$ cat config.mk
export PLATFORM = sky130hd
export DESIGN_NAME = decode_stage_module
export DESIGN_NICKNAME = d
export VERILOG_FILES = /design/src/rtl/decode_stage_module.sv
export SDC_FILE = /design/constraint.sdc
export NUM_CORES = 2
export LEC_CHECK = 0
export CORE_AREA = 2 2 357 430
export DETAILED_ROUTE_END_ITERATION = 10
export DIE_AREA = 0 0 359 432
export PLACE_DENSITY = 0.67
export SLEW_MARGIN = 0
export SYNTH_ARGS = -nofsm -noshare
export SYNTH_HDL_FRONTEND = slang
export SYNTH_SLANG_ARGS = --single-unit
$ cat constraint.sdc
create_clock -name clk -period 3.6 [get_ports clk]
set_input_delay 1.08 -clock clk [delete_from_list [all_inputs] [get_ports clk]]
set_output_delay 1.08 -clock clk [all_outputs]
set_load 0.02 [all_outputs]
$ cat src/rtl/decode_stage_module.sv
// RV32I decode stage: register file with write-through bypass, control and immediate decode,
// and the ID/EX pipeline register feeding execute.
module decode_stage_module #(
   parameter int XLEN       = 32,
   parameter int REG_ADDR_W = 5
) (
   input  logic                  clk,
   input  logic                  rst,
   input  logic [31:0]           InstrD,
   input  logic [XLEN-1:0]       PCD,
   input  logic [XLEN-1:0]       PCPlus4D,
   input  logic                  RegWriteW,
   input  logic [REG_ADDR_W-1:0] RDW,
   input  logic [XLEN-1:0]       ResultW,
   output logic                  RegWriteE,
   output logic [1:0]            ResultSrcE,
   output logic                  MemWriteE,
   output logic                  JumpE,
   output logic                  BranchE,
   output logic                  ALUSrcE,
   output logic [2:0]            ALUControlE,
   output logic [XLEN-1:0]       RD1E,
   output logic [XLEN-1:0]       RD2E,
   output logic [XLEN-1:0]       ImmExtE,
   output logic [REG_ADDR_W-1:0] RDE,
   output logic [XLEN-1:0]       PCE,
   output logic [XLEN-1:0]       PCPlus4E
);

   localparam int NumRegs = 2 ** REG_ADDR_W;

   logic [XLEN-1:0] regFile [NumRegs];

   logic [6:0]            opcode;
   logic [2:0]            funct3;
   logic                  funct7b5;
   logic [REG_ADDR_W-1:0] rs1;
   logic [REG_ADDR_W-1:0] rs2;
   logic [REG_ADDR_W-1:0] rd;

   logic            regWrite;
   logic [1:0]      immSrc;
   logic            aluSrc;
   logic            memWrite;
   logic [1:0]      resultSrc;
   logic            branch;
   logic [1:0]      aluOp;
   logic            jump;
   logic [2:0]      aluControl;
   logic [XLEN-1:0] immExt;
   logic [XLEN-1:0] rd1;
   logic [XLEN-1:0] rd2;
   logic            wbActive;

   assign opcode   = InstrD[6:0];
   assign funct3   = InstrD[14:12];
   assign funct7b5 = InstrD[30];
   assign rs1      = InstrD[19:15];
   assign rs2      = InstrD[24:20];
   assign rd       = InstrD[11:7];
   assign wbActive = RegWriteW && (RDW != {REG_ADDR_W{1'b0}});

   // Register file storage; x0 is never written so it stays at zero.
   always_ff @(posedge clk or negedge rst) begin
      if (!rst) begin
         for (int i = 0; i < NumRegs; i++) begin
            regFile[i] <= {XLEN{1'b0}};
         end
      end else begin
         if (wbActive) begin
            regFile[RDW] <= ResultW;
         end
      end
   end

   // Operand read: x0 hard-wired to zero, same-cycle writeback forwarded to the reader.
   always_comb begin
      rd1 = {XLEN{1'b0}};
      rd2 = {XLEN{1'b0}};
      if (rs1 == {REG_ADDR_W{1'b0}}) begin
         rd1 = {XLEN{1'b0}};
      end else if (wbActive && (RDW == rs1)) begin
         rd1 = ResultW;
      end else begin
         rd1 = regFile[rs1];
      end
      if (rs2 == {REG_ADDR_W{1'b0}}) begin
         rd2 = {XLEN{1'b0}};
      end else if (wbActive && (RDW == rs2)) begin
         rd2 = ResultW;
      end else begin
         rd2 = regFile[rs2];
      end
   end

   // Main decoder; unknown opcodes become a bubble with every control low.
   always_comb begin
      regWrite  = 1'b0;
      immSrc    = 2'b00;
      aluSrc    = 1'b0;
      memWrite  = 1'b0;
      resultSrc = 2'b00;
      branch    = 1'b0;
      aluOp     = 2'b00;
      jump      = 1'b0;
      case (opcode)
         7'b0000011: begin
            regWrite  = 1'b1;
            aluSrc    = 1'b1;
            resultSrc = 2'b01;
         end
         7'b0100011: begin
            immSrc   = 2'b01;
            aluSrc   = 1'b1;
            memWrite = 1'b1;
         end
         7'b0110011: begin
            regWrite = 1'b1;
            aluOp    = 2'b10;
         end
         7'b1100011: begin
            immSrc = 2'b10;
            branch = 1'b1;
            aluOp  = 2'b01;
         end
         7'b0010011: begin
            regWrite = 1'b1;
            aluSrc   = 1'b1;
            aluOp    = 2'b10;
         end
         7'b1101111: begin
            regWrite  = 1'b1;
            immSrc    = 2'b11;
            resultSrc = 2'b10;
            jump      = 1'b1;
         end
         default: begin
            regWrite = 1'b0;
         end
      endcase
   end

   // ALU decoder; funct7[5] only selects sub for register-register ops, never for addi.
   always_comb begin
      aluControl = 3'b000;
      case (aluOp)
         2'b00: aluControl = 3'b000;
         2'b01: aluControl = 3'b001;
         2'b10: begin
            case (funct3)
               3'b000: begin
                  if (opcode[5] && funct7b5) begin
                     aluControl = 3'b001;
                  end else begin
                     aluControl = 3'b000;
                  end
               end
               3'b010:  aluControl = 3'b101;
               3'b110:  aluControl = 3'b011;
               3'b111:  aluControl = 3'b010;
               default: aluControl = 3'b000;
            endcase
         end
         default: aluControl = 3'b000;
      endcase
   end

   // Immediate extension, sign taken from InstrD[31] in every format.
   always_comb begin
      immExt = {XLEN{1'b0}};
      case (immSrc)
         2'b00: immExt = {{(XLEN-12){InstrD[31]}}, InstrD[31:20]};
         2'b01: immExt = {{(XLEN-12){InstrD[31]}}, InstrD[31:25], InstrD[11:7]};
         2'b10: immExt = {{(XLEN-12){InstrD[31]}}, InstrD[7], InstrD[30:25], InstrD[11:8], 1'b0};
         2'b11: immExt = {{(XLEN-20){InstrD[31]}}, InstrD[19:12], InstrD[20], InstrD[30:21], 1'b0};
         default: immExt = {{(XLEN-12){InstrD[31]}}, InstrD[31:20]};
      endcase
   end

   // ID/EX pipeline register; async reset holds every E output at zero while rst is low.
   always_ff @(posedge clk or negedge rst) begin
      if (!rst) begin
         RegWriteE   <= 1'b0;
         ResultSrcE  <= 2'b00;
         MemWriteE   <= 1'b0;
         JumpE       <= 1'b0;
         BranchE     <= 1'b0;
         ALUSrcE     <= 1'b0;
         ALUControlE <= 3'b000;
         RD1E        <= {XLEN{1'b0}};
         RD2E        <= {XLEN{1'b0}};
         ImmExtE     <= {XLEN{1'b0}};
         RDE         <= {REG_ADDR_W{1'b0}};
         PCE         <= {XLEN{1'b0}};
         PCPlus4E    <= {XLEN{1'b0}};
      end else begin
         RegWriteE   <= regWrite;
         ResultSrcE  <= resultSrc;
         MemWriteE   <= memWrite;
         JumpE       <= jump;
         BranchE     <= branch;
         ALUSrcE     <= aluSrc;
         ALUControlE <= aluControl;
         RD1E        <= rd1;
         RD2E        <= rd2;
         ImmExtE     <= immExt;
         RDE         <= rd;
         PCE         <= PCD;
         PCPlus4E    <= PCPlus4D;
      end
   end

endmodule

**After elaboration in Yosys (flattened, before gate mapping)**

Cells that the tools add are included.

- Divide/modulo/power cells: 0
- Eq/ne operators: 16
- Add/subtract/negate cells: 0
- Shift-type cells: 0
- Reduce and logical (&&, ||, !) cells: 13
- Magnitude comparators: 4
- Muxes and demuxes: 25
- Bitwise gates (word level): 3
- $mul: 0

Operators by type and width:

| cell | number |
|---|---|
| bitwise mux 1024 bit | 1 |
| binary-select mux 32 bit (select 5 bit) | 2 |
| 2-to-1 mux 32 bit | 9 |
| demux 32 bit (select 5 bit) | 1 |
| case mux 32 bit (4 select lines) | 1 |
| greater-or-equal comparator 6 bit, second input constant | 3 |
| NOT 5 -> 6 bit | 3 |
| equality test 7 x 6 -> 1 bit, second input constant | 2 |
| equality test 7 bit, second input constant | 2 |
| case mux 3 bit (4 select lines) | 1 |
| equality test 5 bit | 2 |
| logical NOT 5 bit | 2 |
| case mux 2 bit (2 select lines) | 2 |
| equality test 7 x 2 -> 1 bit, second input constant | 1 |
| equality test 7 x 5 -> 1 bit, second input constant | 1 |
| equality test 2 bit, second input constant | 3 |
| equality test 3 bit, second input constant | 2 |
| < comparator 6 x 1 -> 1 bit, second input constant | 1 |
| 2-to-1 mux 1 bit | 6 |
| case mux 2 bit (3 select lines) | 1 |
| case mux 3 bit (2 select lines) | 1 |
| logical AND 1 bit | 5 |
| nonzero test 5 bit | 1 |
| equality test 2 x 1 -> 1 bit, second input constant | 2 |
| other kinds (6) | 6 |

- Memories kept: 0
- Latch bits: 0
- Memory bits (read-only): 0
- Bits in registers: 1199
- Bits in writable memories: 0

**Longest topological paths before layout**

- Depth in word-level cells: 6
- Gate-level depth with buffers: 9
- Depth with buffers taken out: 7

**Worst setup path after synthesis**

No wires, ideal clock.

- Path kind: in2reg
- From: input port InstrD[21]
- To: register RD2E[3]
- Stages: 7
- Slack: 795 ps
- Arrival time: 2679 ps
- Path buffers: 3
- Path through: buf_2 > buf_2 > clkbuf_1 > mux4_2 > a211oi_1 > nor2_1 > a221o_1

- Longest elaborated chain between the ends: 6
- Elaborated cells between the ends (all ways): 9
- Those cells by class: eq/ne (1); mux (5); bitwise (1); reduce/logical (2)

Ends and longest elaborated chain:

| item | line | text |
|---|---|---|
| from (decl) | 9 | `input logic [31:0] InstrD,` |
| NOT 5 -> 6 bit (not written as such) | 92 | `rd2 = regFile[rs2];` |
| binary-select mux 32 bit (select 5 bit) | 92 |  |
| 2-to-1 mux 32 bit (not written as such) (2 in a row) | 92 |  |
| 2-to-1 mux 32 bit | 89 | `end else if (wbActive && (RDW == rs2)) begin` |
| 2-to-1 mux 32 bit * | 87 | `if (rs2 == {REG_ADDR_W{1'b0}}) begin` |
| named net rd2[3] | 52 | `logic [XLEN-1:0] rd2;` |
| to (signal assigned) | 191 | `RD2E <= {XLEN{1'b0}};` |
| to (signal assigned) | 205 | `RD2E <= rd2;` |
| to (decl) | 23 | `output logic [XLEN-1:0] RD2E,` |

Mark *: on every way through the listed nets, which the timed path passes. The rest lies on a longest branch. The select of a mux whose other input is x is not followed.
A chain may end at the register's enable or synchronous reset.

**Final worst setup path**

- From: input port RDW[2]
- To: register RD1E[14]

- Longest elaborated chain between the ends: 5
- Elaborated cells between the ends (all ways): 6
- Those cells by class: eq/ne (1); mux (2); reduce/logical (3)

Ends and longest elaborated chain:

| item | line | text |
|---|---|---|
| from (decl) | 13 | `input logic [REG_ADDR_W-1:0] RDW,` |
| nonzero test 5 bit | 61 | `assign wbActive = RegWriteW && (RDW != {REG_ADDR_W{1'b0}});` |
| logical AND 1 bit | 61 |  |
| logical AND 1 bit * | 82 | `end else if (wbActive && (RDW == rs1)) begin` |
| 2-to-1 mux 32 bit * | 82 |  |
| 2-to-1 mux 32 bit * | 80 | `if (rs1 == {REG_ADDR_W{1'b0}}) begin` |
| named net rd1[14] | 51 | `logic [XLEN-1:0] rd1;` |
| to (signal assigned) | 190 | `RD1E <= {XLEN{1'b0}};` |
| to (signal assigned) | 204 | `RD1E <= rd1;` |
| to (decl) | 22 | `output logic [XLEN-1:0] RD1E,` |

Mark *: on every way through the listed nets, which the timed path passes. The rest lies on a longest branch.

==> key figures <==
Outcome
  • Status: finished, final reports clean

Clocking
  • Sink Count: around 1200
  • Hold buffer count at cts: 0
  • CTS clk-pin slew, worst paths: ~0.060 ns
  • Post-CTS Setup Bufs: 0
  • Cts bufs inserted: about 120
  • Root buf cell: clkbuf_16
  • Maximum buffer depth of the clock tree: 3
  • Post-CTS resize count: 0
  • CTS tree: yes
  • H-tree Lvls: 3
  • Clk_lat worst skew: 0.77 ns

Floorplanning
  • Core Box Area: 0.151 sq mm
  • Die H: approximately 430 um
  • Initial core utilization: about two fifths
  • DIE AREA: 0.155 sq mm
  • Die width: ~360 um
  • Ports: 311
  • Row cnt: between 150 and 200

Timing
  • Clk_skew: around 0.024 ns
  • Final-report hold violation count: 0
  • Setup ws final: roughly 0.45 ns
  • Final min period: ~3.1 ns
  • Slew Viols, Final: 0
  • Hold slack: around 0.27 ns
  • Unrepaired setup endpoints after global routing: false
  • Tightest Pin Transition: between 1 and 1.5 ns
  • Slew HR: approximately a quarter
  • Period utilisation layout: between 80% and 90%
  • Final setup violation count: 0
  • Fmax: approximately 0.32 GHz
  • Sum Neg Setup Slack: 0 ns

Worst hold path
  • Tightest Hold Check Type: primary input to async pin

Final layout
  • Area Overhead vs Synth: 18.3%
  • Layout cell share with drive strength beyond 1: between 40 and 50%
  • Final cell count without fillers: around 6500
  • Post-route cell area: between 0.07 and 0.08 sq mm
  • Commonest non-fill, non-tap cell in the layout: dfrtp_1
  • Nets: about 4500
  • Final core occ: between 40% and 50%
  • Most frequent cells in the layout: dfrtp_1 (1187), mux2_2 (1089), mux4_2 (382), clkdlybuf4s50_1 (299), buf_4 (246)

Setup path
  • Critical path data required time: 4.24 ns
  • Worst R2R Setup Slack: ~1.6 ns
  • Crit-path slowest cell: nor3_2
  • Max Fanout on Critical Path: 20
  • RR Startpoint: regFile[44]
  • WP data arrival: 3.79 ns
  • Worst reg2reg endpoint: RD1E[12]
  • CP Class: primary input to register
  • FF-to-FF path depth: 6
  • Crit path top cell by count: buf_4
  • Max stage delay on crit path: around 0.83 ns
  • CP bufs+invs: 3
  • Top delay family on crit path: buffers and inverters
  • Crit path launch type: primary input
  • Crit-path cells: clkdlybuf4s50_1 -> buf_4 -> xnor2_1 -> nand4_1 -> nor3_2 -> buf_4 -> nor4_1 -> a221o_1
  • CP Capture Type: register

Pwr
  • Power per cell area: about 540 mW/mm^2
  • Total power: 38.4 mW
  • Worst vdd ir: approximately 0.42 mV
  • Pleak: ~31 nW

Logic synthesis
  • Synthesis-stage register bit count: approximately 1200
  • Mapped Nets: between 4000 and 5000
  • Mapped Area: ~0.06 sq mm
  • Synth Instances: approximately 4000
  • Count of cell types in the netlist: 66
  • Dominant cell type by area after synthesis: dfrtp_1
  • Asr flop ratio synth: 100%
  • Top post-synthesis cells by area: dfrtp_1 (50%), mux2_2 (20%), mux4_2 (14%), mux2i_1 (2.5%), o22ai_1 (1.4%)
  • Synth top area share: between 40% and 50%
  • Mapped Avg Cell Area: 14.7 sq um
  • Yosys Warn Count: 0
  • Top_reg_cell synth: dfrtp_1
  • EDFF count, synth: 0
  • Sequential fraction of the synthesis area: between 40% and 50%

Global route
  • Largest net degree at the start of global routing: 103
  • Tot GR Track Use: between 20% and 30%
  • Initial antenna violation count: 9
  • Number of global-route vias before repair: 42389
  • First-pass GRT wire length: slightly above 300 mm
  • Total grt overflow: 0

Flow run
  • Max_cap viols: 0

Placed design
  • Final GP Congestion: slightly below 0.9
  • Placed Area: ~0.067 sq mm
  • Pre-CTS setup slack: -0.182 ns
  • HPWL after DPL: 134 mm
  • Inst Count DP: between 6000 and 7000
  • Port Buffer Count: 310

Routing
  • First DRT Iteration DRCs: roughly 4700
  • Vias: between 40000 and 50000
  • Vias per inst: around 6.3
  • DRT Wirelength: between 200 and 250 mm
  • Per-cell routed wire length: approximately 33 um
  • Drt pass-1 iters: 5
  • Routed Antenna Nets: 0
  • DRC: 0
==> registers in the layout (all words and copies together), names as in the netlist <==
| name | cells |
|---|---|
| PCPlus4E | 32 |
| RDE | 5 |
| BranchE | 1 |
| regFile | 1024 |
| RD2E | 32 |
| ALUSrcE | 1 |
| ImmExtE | 21 |
| ResultSrcE | 1 |
| JumpE | 1 |
| ALUControlE | 3 |
| MemWriteE | 1 |
| RD1E | 32 |
| RegWriteE | 1 |
| PCE | 32 |
==> where the power goes <==
part | internal, mW | switching [mW] | leakage (nW) | total [mW]
sequential | 15.7 | 1.81 | 15.1 | 17.5
combinational | 4.52 | 3.28 | 13.4 | 7.79
clock | 7.48 | 5.64 | 2.01 | 13.1
total | 27.7 | 10.7 | 30.6 | 38.4
==> area by class of cell <==
cell class / count / area, sq um
clock buffer: 176 / 3510
clock inverter: 49 / 596
inverter: 8 / 30.0
antenna: 1 / 2.50
sequential: 1187 / 29700
timing repair buffer: 641 / 6670
tap: 1987 / 2490
multi-input combinational: 2436 / 28000
fill: 13154 / 80500
==> synthesized netlist by cell type (all sizes together), types with 9 or more instances <==
cell and instances:
mux2i 150, nor2 127, a221o 29, nor2b 15, dfrtp 1187, nand2b 19, o21ai 42, a211oi 15
mux2 1097, nand3 9, nor3 62, a21oi 32, o22ai 132, a21o 10, buf 247, mux4 399
a22oi 34, nand2 41, nor4 65, a31oi 9, clkbuf 210, a221oi 52
==> worst reg2reg max path: cells and delay by family (launching register included) <==
kind	cells	cell delay [ns]
AOI/OAI and AO/OA	2	0.37
buffers and inverters	1	0.19
DFF	1	0.40
muxes	1	0.46
and+or+nand+nor	2	0.45
==> worst max path at each step <==
stage	cells after the start	startpoint	to
after floorplan	7	InstrD[21]	RD2E[3]
after global placement	8	RDW[4]	RD1E[14]
after detailed placement	8	RDW[2]	RD1E[14]
after CTS	1	RD2E[9]	RD2E[9]
after global routing	1	ImmExtE[30]	ImmExtE[24]
final	8	RDW[2]	RD1E[14]
==> layer usage <==
layer  vias up  share of wire (%)  wire length (um)  global-route usage, %
met3       574                8.4             17800                   5.61
met5         -              0.047               100                      0
met1     21943                 39             82100                   34.9
met2      2156                 47             98700                   42.9
met4        14                5.9             12600                   14.7
li1      16260                  -                 -                      -
==> kinds of logic after synthesis <==
group           Yosys count  synth area share [%]
compound gates          398                  4.73
xor+xnor                 10                 0.146
fa+ha+maj                 2                0.0417
buf+inv                 465                  4.15
flops                  1187                  49.5
mux                    1646                  38.2
simple gates            380                  3.20
No activity file was read; power rests on OpenSTA's default activity.
